File: src/rtl/core_hazard_pkg.sv
// Shared encodings for the Selen 5-stage hazard controller: EXE command
// classes, stage enable/kill bit positions, forwarding selects and the
// multi-cycle sequencer state type.
package core_hazard_pkg;

    typedef enum logic [1:0] {
        CMD_NONE  = 2'd0,
        CMD_JUMP  = 2'd1,
        CMD_BRNCH = 2'd2,
        CMD_MCYC  = 2'd3
    } exe_cmd_e;

    // enb_out bit positions
    localparam int unsigned ENB_PC      = 0;
    localparam int unsigned ENB_IF_DEC  = 1;
    localparam int unsigned ENB_DEC_EXE = 2;
    localparam int unsigned ENB_EXE_MEM = 3;
    localparam int unsigned ENB_MEM_WB  = 4;

    // kill_out bit positions
    localparam int unsigned KILL_IF_DEC  = 0;
    localparam int unsigned KILL_DEC_EXE = 1;
    localparam int unsigned KILL_EXE_MEM = 2;
    localparam int unsigned KILL_MEM_WB  = 3;

    // EXE operand forwarding selects
    localparam logic [1:0] FWD_RF  = 2'd0;
    localparam logic [1:0] FWD_MEM = 2'd1;
    localparam logic [1:0] FWD_WB  = 2'd2;

    typedef enum logic {
        ST_RUN  = 1'b0,
        ST_MCYC = 1'b1
    } mcyc_state_e;

endpackage

File: src/rtl/core_hazard_fwd.sv
// Forwarding compare logic: selects the youngest in-flight producer for the
// EXE operands and for MEM store data. Pure combinational; register 0 is
// never forwarded because it is hardwired to zero.
module core_hazard_fwd
    import core_hazard_pkg::*;
#(
    parameter int unsigned REG_AW = 5
) (
    input  logic [REG_AW-1:0] i_exe_rs1,
    input  logic [REG_AW-1:0] i_exe_rs2,
    input  logic              i_mem_valid,
    input  logic              i_mem_we,
    input  logic [REG_AW-1:0] i_mem_rd,
    input  logic [REG_AW-1:0] i_mem_rs2,
    input  logic              i_mem_is_store,
    input  logic              i_wb_valid,
    input  logic              i_wb_we,
    input  logic [REG_AW-1:0] i_wb_rd,
    output logic [1:0]        o_fwd_exe_rs1,
    output logic [1:0]        o_fwd_exe_rs2,
    output logic              o_fwd_mem_rs2
);

    // MEM is younger than WB, so it takes precedence when both match.
    function automatic logic [1:0] fwd_sel(
        input logic [REG_AW-1:0] rs,
        input logic              mem_hit_en,
        input logic [REG_AW-1:0] mem_rd,
        input logic              wb_hit_en,
        input logic [REG_AW-1:0] wb_rd
    );
        logic [1:0] sel;
        sel = FWD_RF;
        if (rs == '0) begin
            sel = FWD_RF;
        end else if (mem_hit_en && (mem_rd == rs)) begin
            sel = FWD_MEM;
        end else if (wb_hit_en && (wb_rd == rs)) begin
            sel = FWD_WB;
        end else begin
            sel = FWD_RF;
        end
        return sel;
    endfunction

    logic w_mem_wr;
    logic w_wb_wr;

    assign w_mem_wr = i_mem_valid & i_mem_we;
    assign w_wb_wr  = i_wb_valid & i_wb_we;

    // Operand and store-data bypass selection.
    always_comb begin
        o_fwd_exe_rs1 = fwd_sel(i_exe_rs1, w_mem_wr, i_mem_rd, w_wb_wr, i_wb_rd);
        o_fwd_exe_rs2 = fwd_sel(i_exe_rs2, w_mem_wr, i_mem_rd, w_wb_wr, i_wb_rd);
        if (i_mem_valid && i_mem_is_store && w_wb_wr &&
            (i_wb_rd == i_mem_rs2) && (i_mem_rs2 != '0)) begin
            o_fwd_mem_rs2 = 1'b1;
        end else begin
            o_fwd_mem_rs2 = 1'b0;
        end
    end

endmodule

File: src/rtl/core_hazard_unit_p.sv
// Hazard controller for the Selen pipeline: stage enables/kills, PC source,
// bypass selects, multi-cycle EXE sequencing and a saturating count of
// cycles in which the PC did not advance.
module core_hazard_unit_p
    import core_hazard_pkg::*;
#(
    parameter int unsigned REG_AW   = 5,
    parameter int unsigned MCYC_LAT = 4,
    parameter int unsigned CNT_W    = 16
) (
    input  logic              clk,
    input  logic              rst_n,
    input  logic              dec_valid,
    input  logic [REG_AW-1:0] dec_rs1,
    input  logic [REG_AW-1:0] dec_rs2,
    input  logic              dec_use_rs1,
    input  logic              dec_use_rs2,
    input  logic              exe_valid,
    input  logic [1:0]        exe_cmd,
    input  logic              exe_is_load,
    input  logic              exe_we,
    input  logic [REG_AW-1:0] exe_rd,
    input  logic [REG_AW-1:0] exe_rs1,
    input  logic [REG_AW-1:0] exe_rs2,
    input  logic              brnch_tkn,
    input  logic              mem_valid,
    input  logic              mem_we,
    input  logic [REG_AW-1:0] mem_rd,
    input  logic [REG_AW-1:0] mem_rs2,
    input  logic              mem_is_store,
    input  logic              wb_valid,
    input  logic              wb_we,
    input  logic [REG_AW-1:0] wb_rd,
    input  logic              imem_stall,
    input  logic              dmem_stall,
    input  logic              stat_clr,
    output logic [4:0]        enb_out,
    output logic [3:0]        kill_out,
    output logic              pc_sel_out,
    output logic [1:0]        fwd_exe_rs1_out,
    output logic [1:0]        fwd_exe_rs2_out,
    output logic              fwd_mem_rs2_out,
    output logic              mcyc_busy_out,
    output logic [CNT_W-1:0]  stall_cnt_out
);

    // Counter only needs to hold MCYC_LAT-2; a latency of 1 never stalls.
    localparam int unsigned CW          = (MCYC_LAT > 2) ? $clog2(MCYC_LAT) : 1;
    localparam int          MCYC_INIT_I = (MCYC_LAT > 1) ? (int'(MCYC_LAT) - 2) : 0;
    localparam logic [CW-1:0] MCYC_INIT = CW'(MCYC_INIT_I);
    localparam logic        MCYC_EN     = (MCYC_LAT > 1) ? 1'b1 : 1'b0;

    mcyc_state_e        r_state;
    logic [CW-1:0]      r_mcyc_cnt;
    logic [CNT_W-1:0]   r_stall_cnt;

    logic               w_mcyc_start;
    logic               w_mcyc_stall;
    logic               w_redirect;
    logic               w_load_use;
    logic [4:0]         w_enb;
    logic [3:0]         w_kill;
    logic               w_pc_sel;
    logic [1:0]         w_fwd_rs1;
    logic [1:0]         w_fwd_rs2;
    logic               w_fwd_mem;

    core_hazard_fwd #(
        .REG_AW (REG_AW)
    ) u_fwd (
        .i_exe_rs1      (exe_rs1),
        .i_exe_rs2      (exe_rs2),
        .i_mem_valid    (mem_valid),
        .i_mem_we       (mem_we),
        .i_mem_rd       (mem_rd),
        .i_mem_rs2      (mem_rs2),
        .i_mem_is_store (mem_is_store),
        .i_wb_valid     (wb_valid),
        .i_wb_we        (wb_we),
        .i_wb_rd        (wb_rd),
        .o_fwd_exe_rs1  (w_fwd_rs1),
        .o_fwd_exe_rs2  (w_fwd_rs2),
        .o_fwd_mem_rs2  (w_fwd_mem)
    );

    assign w_mcyc_start = exe_valid & (exe_cmd_e'(exe_cmd) == CMD_MCYC) & MCYC_EN;

    assign w_redirect = exe_valid &
                        ((exe_cmd_e'(exe_cmd) == CMD_JUMP) |
                         ((exe_cmd_e'(exe_cmd) == CMD_BRNCH) & brnch_tkn));

    assign w_load_use = exe_valid & exe_is_load & exe_we & (exe_rd != '0) & dec_valid &
                        ((dec_use_rs1 & (dec_rs1 == exe_rd)) |
                         (dec_use_rs2 & (dec_rs2 == exe_rd)));

    // Multi-cycle stall: raised on the first EXE cycle of the op and while
    // cycles remain; the cycle where the counter reads zero releases the op.
    always_comb begin
        w_mcyc_stall = 1'b0;
        case (r_state)
            ST_RUN:  w_mcyc_stall = w_mcyc_start;
            ST_MCYC: w_mcyc_stall = (r_mcyc_cnt != '0);
            default: w_mcyc_stall = 1'b0;
        endcase
    end

    // Multi-cycle sequencer; a data-cache miss freezes it so the op keeps
    // its full number of useful EXE cycles.
    always_ff @(posedge clk) begin
        if (!rst_n) begin
            r_state    <= ST_RUN;
            r_mcyc_cnt <= '0;
        end else if (dmem_stall) begin
            r_state    <= r_state;
            r_mcyc_cnt <= r_mcyc_cnt;
        end else begin
            case (r_state)
                ST_RUN: begin
                    if (w_mcyc_start) begin
                        r_state    <= ST_MCYC;
                        r_mcyc_cnt <= MCYC_INIT;
                    end else begin
                        r_state    <= ST_RUN;
                        r_mcyc_cnt <= r_mcyc_cnt;
                    end
                end
                ST_MCYC: begin
                    if (r_mcyc_cnt != '0) begin
                        r_state    <= ST_MCYC;
                        r_mcyc_cnt <= r_mcyc_cnt - CW'(1);
                    end else begin
                        r_state    <= ST_RUN;
                        r_mcyc_cnt <= r_mcyc_cnt;
                    end
                end
                default: begin
                    r_state    <= ST_RUN;
                    r_mcyc_cnt <= '0;
                end
            endcase
        end
    end

    // Stall priority: reset, data miss, multi-cycle, redirect, load-use,
    // instruction miss. Only the highest active condition shapes the outputs.
    always_comb begin
        w_enb    = 5'h1F;
        w_kill   = 4'h0;
        w_pc_sel = 1'b0;
        if (!rst_n) begin
            w_enb  = 5'h00;
            w_kill = 4'hF;
        end else if (dmem_stall) begin
            w_enb  = 5'h00;
            w_kill = 4'h0;
        end else if (w_mcyc_stall) begin
            w_enb[ENB_PC]          = 1'b0;
            w_enb[ENB_IF_DEC]      = 1'b0;
            w_enb[ENB_DEC_EXE]     = 1'b0;
            w_kill[KILL_EXE_MEM]   = 1'b1;
        end else if (w_redirect) begin
            w_pc_sel               = 1'b1;
            w_kill[KILL_IF_DEC]    = 1'b1;
            w_kill[KILL_DEC_EXE]   = 1'b1;
        end else if (w_load_use) begin
            w_enb[ENB_PC]          = 1'b0;
            w_enb[ENB_IF_DEC]      = 1'b0;
            w_kill[KILL_DEC_EXE]   = 1'b1;
        end else if (imem_stall) begin
            w_enb[ENB_PC]          = 1'b0;
            w_kill[KILL_IF_DEC]    = 1'b1;
        end else begin
            w_enb    = 5'h1F;
            w_kill   = 4'h0;
            w_pc_sel = 1'b0;
        end
    end

    // Saturating count of cycles in which the PC was held; clear wins.
    always_ff @(posedge clk) begin
        if (!rst_n) begin
            r_stall_cnt <= '0;
        end else if (stat_clr) begin
            r_stall_cnt <= '0;
        end else if (!w_enb[ENB_PC] && (r_stall_cnt != {CNT_W{1'b1}})) begin
            r_stall_cnt <= r_stall_cnt + CNT_W'(1);
        end else begin
            r_stall_cnt <= r_stall_cnt;
        end
    end

    assign enb_out         = w_enb;
    assign kill_out        = w_kill;
    assign pc_sel_out      = w_pc_sel;
    assign fwd_exe_rs1_out = rst_n ? w_fwd_rs1 : FWD_RF;
    assign fwd_exe_rs2_out = rst_n ? w_fwd_rs2 : FWD_RF;
    assign fwd_mem_rs2_out = rst_n & w_fwd_mem;
    assign mcyc_busy_out   = rst_n & w_mcyc_stall;
    assign stall_cnt_out   = r_stall_cnt;

endmodule

File: config.mk
export PLATFORM = sky130hd
export DESIGN_NAME = core_hazard_unit_p
export DESIGN_NICKNAME = d
export VERILOG_FILES = /design/src/rtl/core_hazard_pkg.sv /design/src/rtl/core_hazard_fwd.sv /design/src/rtl/core_hazard_unit_p.sv
export SDC_FILE = /design/constraint.sdc
export NUM_CORES = 1
export LEC_CHECK = 0
export BUFFER_PORTS_ARGS = -buffer_cell sky130_fd_sc_hd__buf_2
export CAP_MARGIN = 20
export CORE_UTILIZATION = 40
export CTS_CLUSTER_SIZE = 16
export DETAILED_ROUTE_END_ITERATION = 12
export PLACE_DENSITY = 0.78
export SLEW_MARGIN = 30
export SYNTH_ARGS = -nofsm -noshare
export SYNTH_HDL_FRONTEND = slang
export SYNTH_SLANG_ARGS = --single-unit
File: constraint.sdc
create_clock -name clk -period 2.27 [get_ports clk]
set_clock_uncertainty 0.1 [all_clocks]
set_input_delay 0.1135 -clock clk [delete_from_list [all_inputs] [get_ports clk]]
set_output_delay 0.1135 -clock clk [all_outputs]
set_load 0.1 [all_outputs]
==> flow_summary.toml <==
[status]
run_status = "completed"

[power]
max-vdd-ir-drop_uv = 316
p_leak_nw = 0.969
clkPwrFrac = 0.269
switchingPower_mw = 0.319
power_density_nw_per_um2 = 389
seqPwrFrac = 0.380
combPwrFrac = 0.351
p_int_mw = 0.565
switching_share = 0.360

[critical_path]
path_class = "reg2reg"
start_kind = "register"
crit_path_end_kind = "register"
cp_data_required_time_ns = 2.35
crit_fanout = 23
worstPathArrival_ns = 2.28

[synth]
seq_area_frac_synth = 0.234
synth_commonest_cells = "xnor2_1 (28), a21oi_1 (19), dfxtp_1 (19)"
syn-instance-count = 216
synth_edf_count = 0
ys.flop_type = "dfxtp_1"
synth_warnings = 0
synth_top_area_frac = 0.234
syn-mean-instance-area_um2 = 7.52
async_flop_share = 0
synth_top_area_cell = "dfxtp_1"
synth.area.top_cells = "dfxtp_1 (23%), xnor2_1 (15%), a21oi_1 (5.9%), nand4_1 (4.2%), or4_1 (4.2%)"
syn-num-nets = 277
ys_ff_latch = 19
ys_types = 41
synth_most_common_cell = "xnor2_1"
syn_area_um2 = 1620

[cts]
cts.path.max_buffers = 2
cts_root_buf = "clkbuf_8"
clk_pin_slew_ns = 0.07
numCtsBuffers = 3
htree_num_levels = 1
hold_buffers = 0
cts_tree = "built"
insertion_delay_ns = 0.26
clock_sinks = 19

[cells_and_area]
finalNonFillerCells = 357
drive_gt1_frac = 0.405
fin_area_um2 = 2270
regArea_um2 = 408
multi_input_area_um2 = 1190
final_nets = 371
syn_to_final_growth_pct = 39.8
fillCellCount = 347
diodes = 0

[min_path]
min_path_type = "in2reg"

[drt]
first_iter_violations = 70
via_count = 1898
dr.pass1.iters = 4
wl_per_cell_um = 12.4
drtAntennaViolNets = 0
finalWirelength_um = 4410
vias_per_cell = 5.32
drc = 0

[die]
start_util = 0.431
coreArea_um2 = 3770
boundaryPins = 91
die_w_um = 65.7
fp.dieH_um = 65.7
dieArea_um2 = 4320
num_rows = 22

[flow_run]
drv_cap = 0

[place]
gp_congestion = 0.819
dp_hpwl_um = 3530
numPortBuffers = 90
preCtsSetupSlack_ns = 0.0552
place_inst = 351
placed_area_um2 = 2200

[sta]
max_freq_mhz = 454
setup-tns-final_ns = 0
setup_violations = 0
timing.final.hold_violations = 0
max_slew_margin = 0.609
period_share = 0.970
drv_slew = 0
period_needed_ns = 2.20
rsz0062_at_grt = "yes"
tightest_slew_ns = 0.586
setup_ws_ns = 0.0679

[global_routing]
grt_pass1_vias = 1729
grt_pass1_wl_um = 7380
track_usage = 0.209
grt_use_met3 = 0.0469
grt_max_degree = 24
grt_overflow = 0
use_met2 = 0.365
grt_busiest_layer = "met2"
antenna_found_initial = 0
met1_usage = 0.259
[final timing paths]
kind                     from           endpoint  slack [ns]  cells after the start
min                  stat_clr  stall_cnt_out[10]        0.06                      4
max reg2reg     r_mcyc_cnt[0]  stall_cnt_out[11]        0.07                      9
max             r_mcyc_cnt[0]  stall_cnt_out[11]        0.07                      9
min reg2reg  stall_cnt_out[9]   stall_cnt_out[9]        0.37                      2
[worst max-delay path, cell delays in order, from the launching register on]
cell	delay [ns]
dfxtp_1	0.35
inv_1	0.05
ha_1	0.18
nand2b_1	0.15
o211a_1	0.18
nand2_1	0.10
a221o_2	0.19
inv_6	0.10
or4_1	0.55
a21oi_2	0.17
[registers in the layout (all words and copies together), names as in the netlist]
name / cells
r_state: 1
r_mcyc_cnt: 2
stall_cnt_out: 16
[what timing repair did]
action / CTS / global route
gates resized for setup: 1 / 2
setup endpoints to repair: 1 / 9
buffers inserted: 0 / 2
[cell families (layout without fill, tap and decap cells)]
kind of cell,Yosys count,in the layout,synth area share
AOI/OAI and AO/OA,45,45,0.180
xor gates and xnor gates,34,34,0.183
adders and majority gates,2,2,0.0154
buffers and inverters,21,114,0.0578
DFF,19,19,0.234
muxes,3,3,0.0185
and+or+nand+nor,92,92,0.310
[stage by stage]
step	hold slack [ns]	power, mW	utilization
2_1_floorplan	0.212	0.548	-
3_3_place_gp	0.325	0.648	0.583
3_5_place_dp	0.330	0.650	0.583
4_1_cts	0.0523	0.891	0.596
5_1_grt	0.0846	0.932	0.602
6_report	0.0552	0.884	0.602
[layout make-up]
type,instances,share of cell area
Clock inverter,1,0.00221
Sequential cell,19,0.180
Inverter,14,0.0254
Timing Repair Buffer,96,0.225
Tap cell,48,0.0265
Multi-Input combinational cell,176,0.523
Clock buffer,3,0.0182
[metal layers]
metal / up-vias / part of all wire
met2: 58 / 0.49
met5: - / 0
li1: 980 / -
met1: 858 / 0.46
met3: 2 / 0.056
met4: 0 / 0.0023
[power by group through the flow]
stage / Clock (mW) / Combinational, mW / Sequential [mW]
after floorplan: 0 / 0.192 / 0.356
after global placement: 0 / 0.304 / 0.344
after detailed placement: 0 / 0.306 / 0.344
after CTS: 0.247 / 0.308 / 0.336
after global routing: 0.262 / 0.333 / 0.337
final: 0.238 / 0.310 / 0.336
[layout by cell type, fill, tap and decap left out, drive strengths merged, types with 4 or more instances in the layout]
cell,instances
nand2,16
or4,9
o21ai,8
a21oi,19
nand4,11
and2,4
inv,14
xnor2,28
o31ai,8
nand3,11
nor2,13
and3,5
dfxtp,19
buf,96
xor2,6
nor3,7
nor4,5
Note: power is estimated with default switching activity, not from simulation.
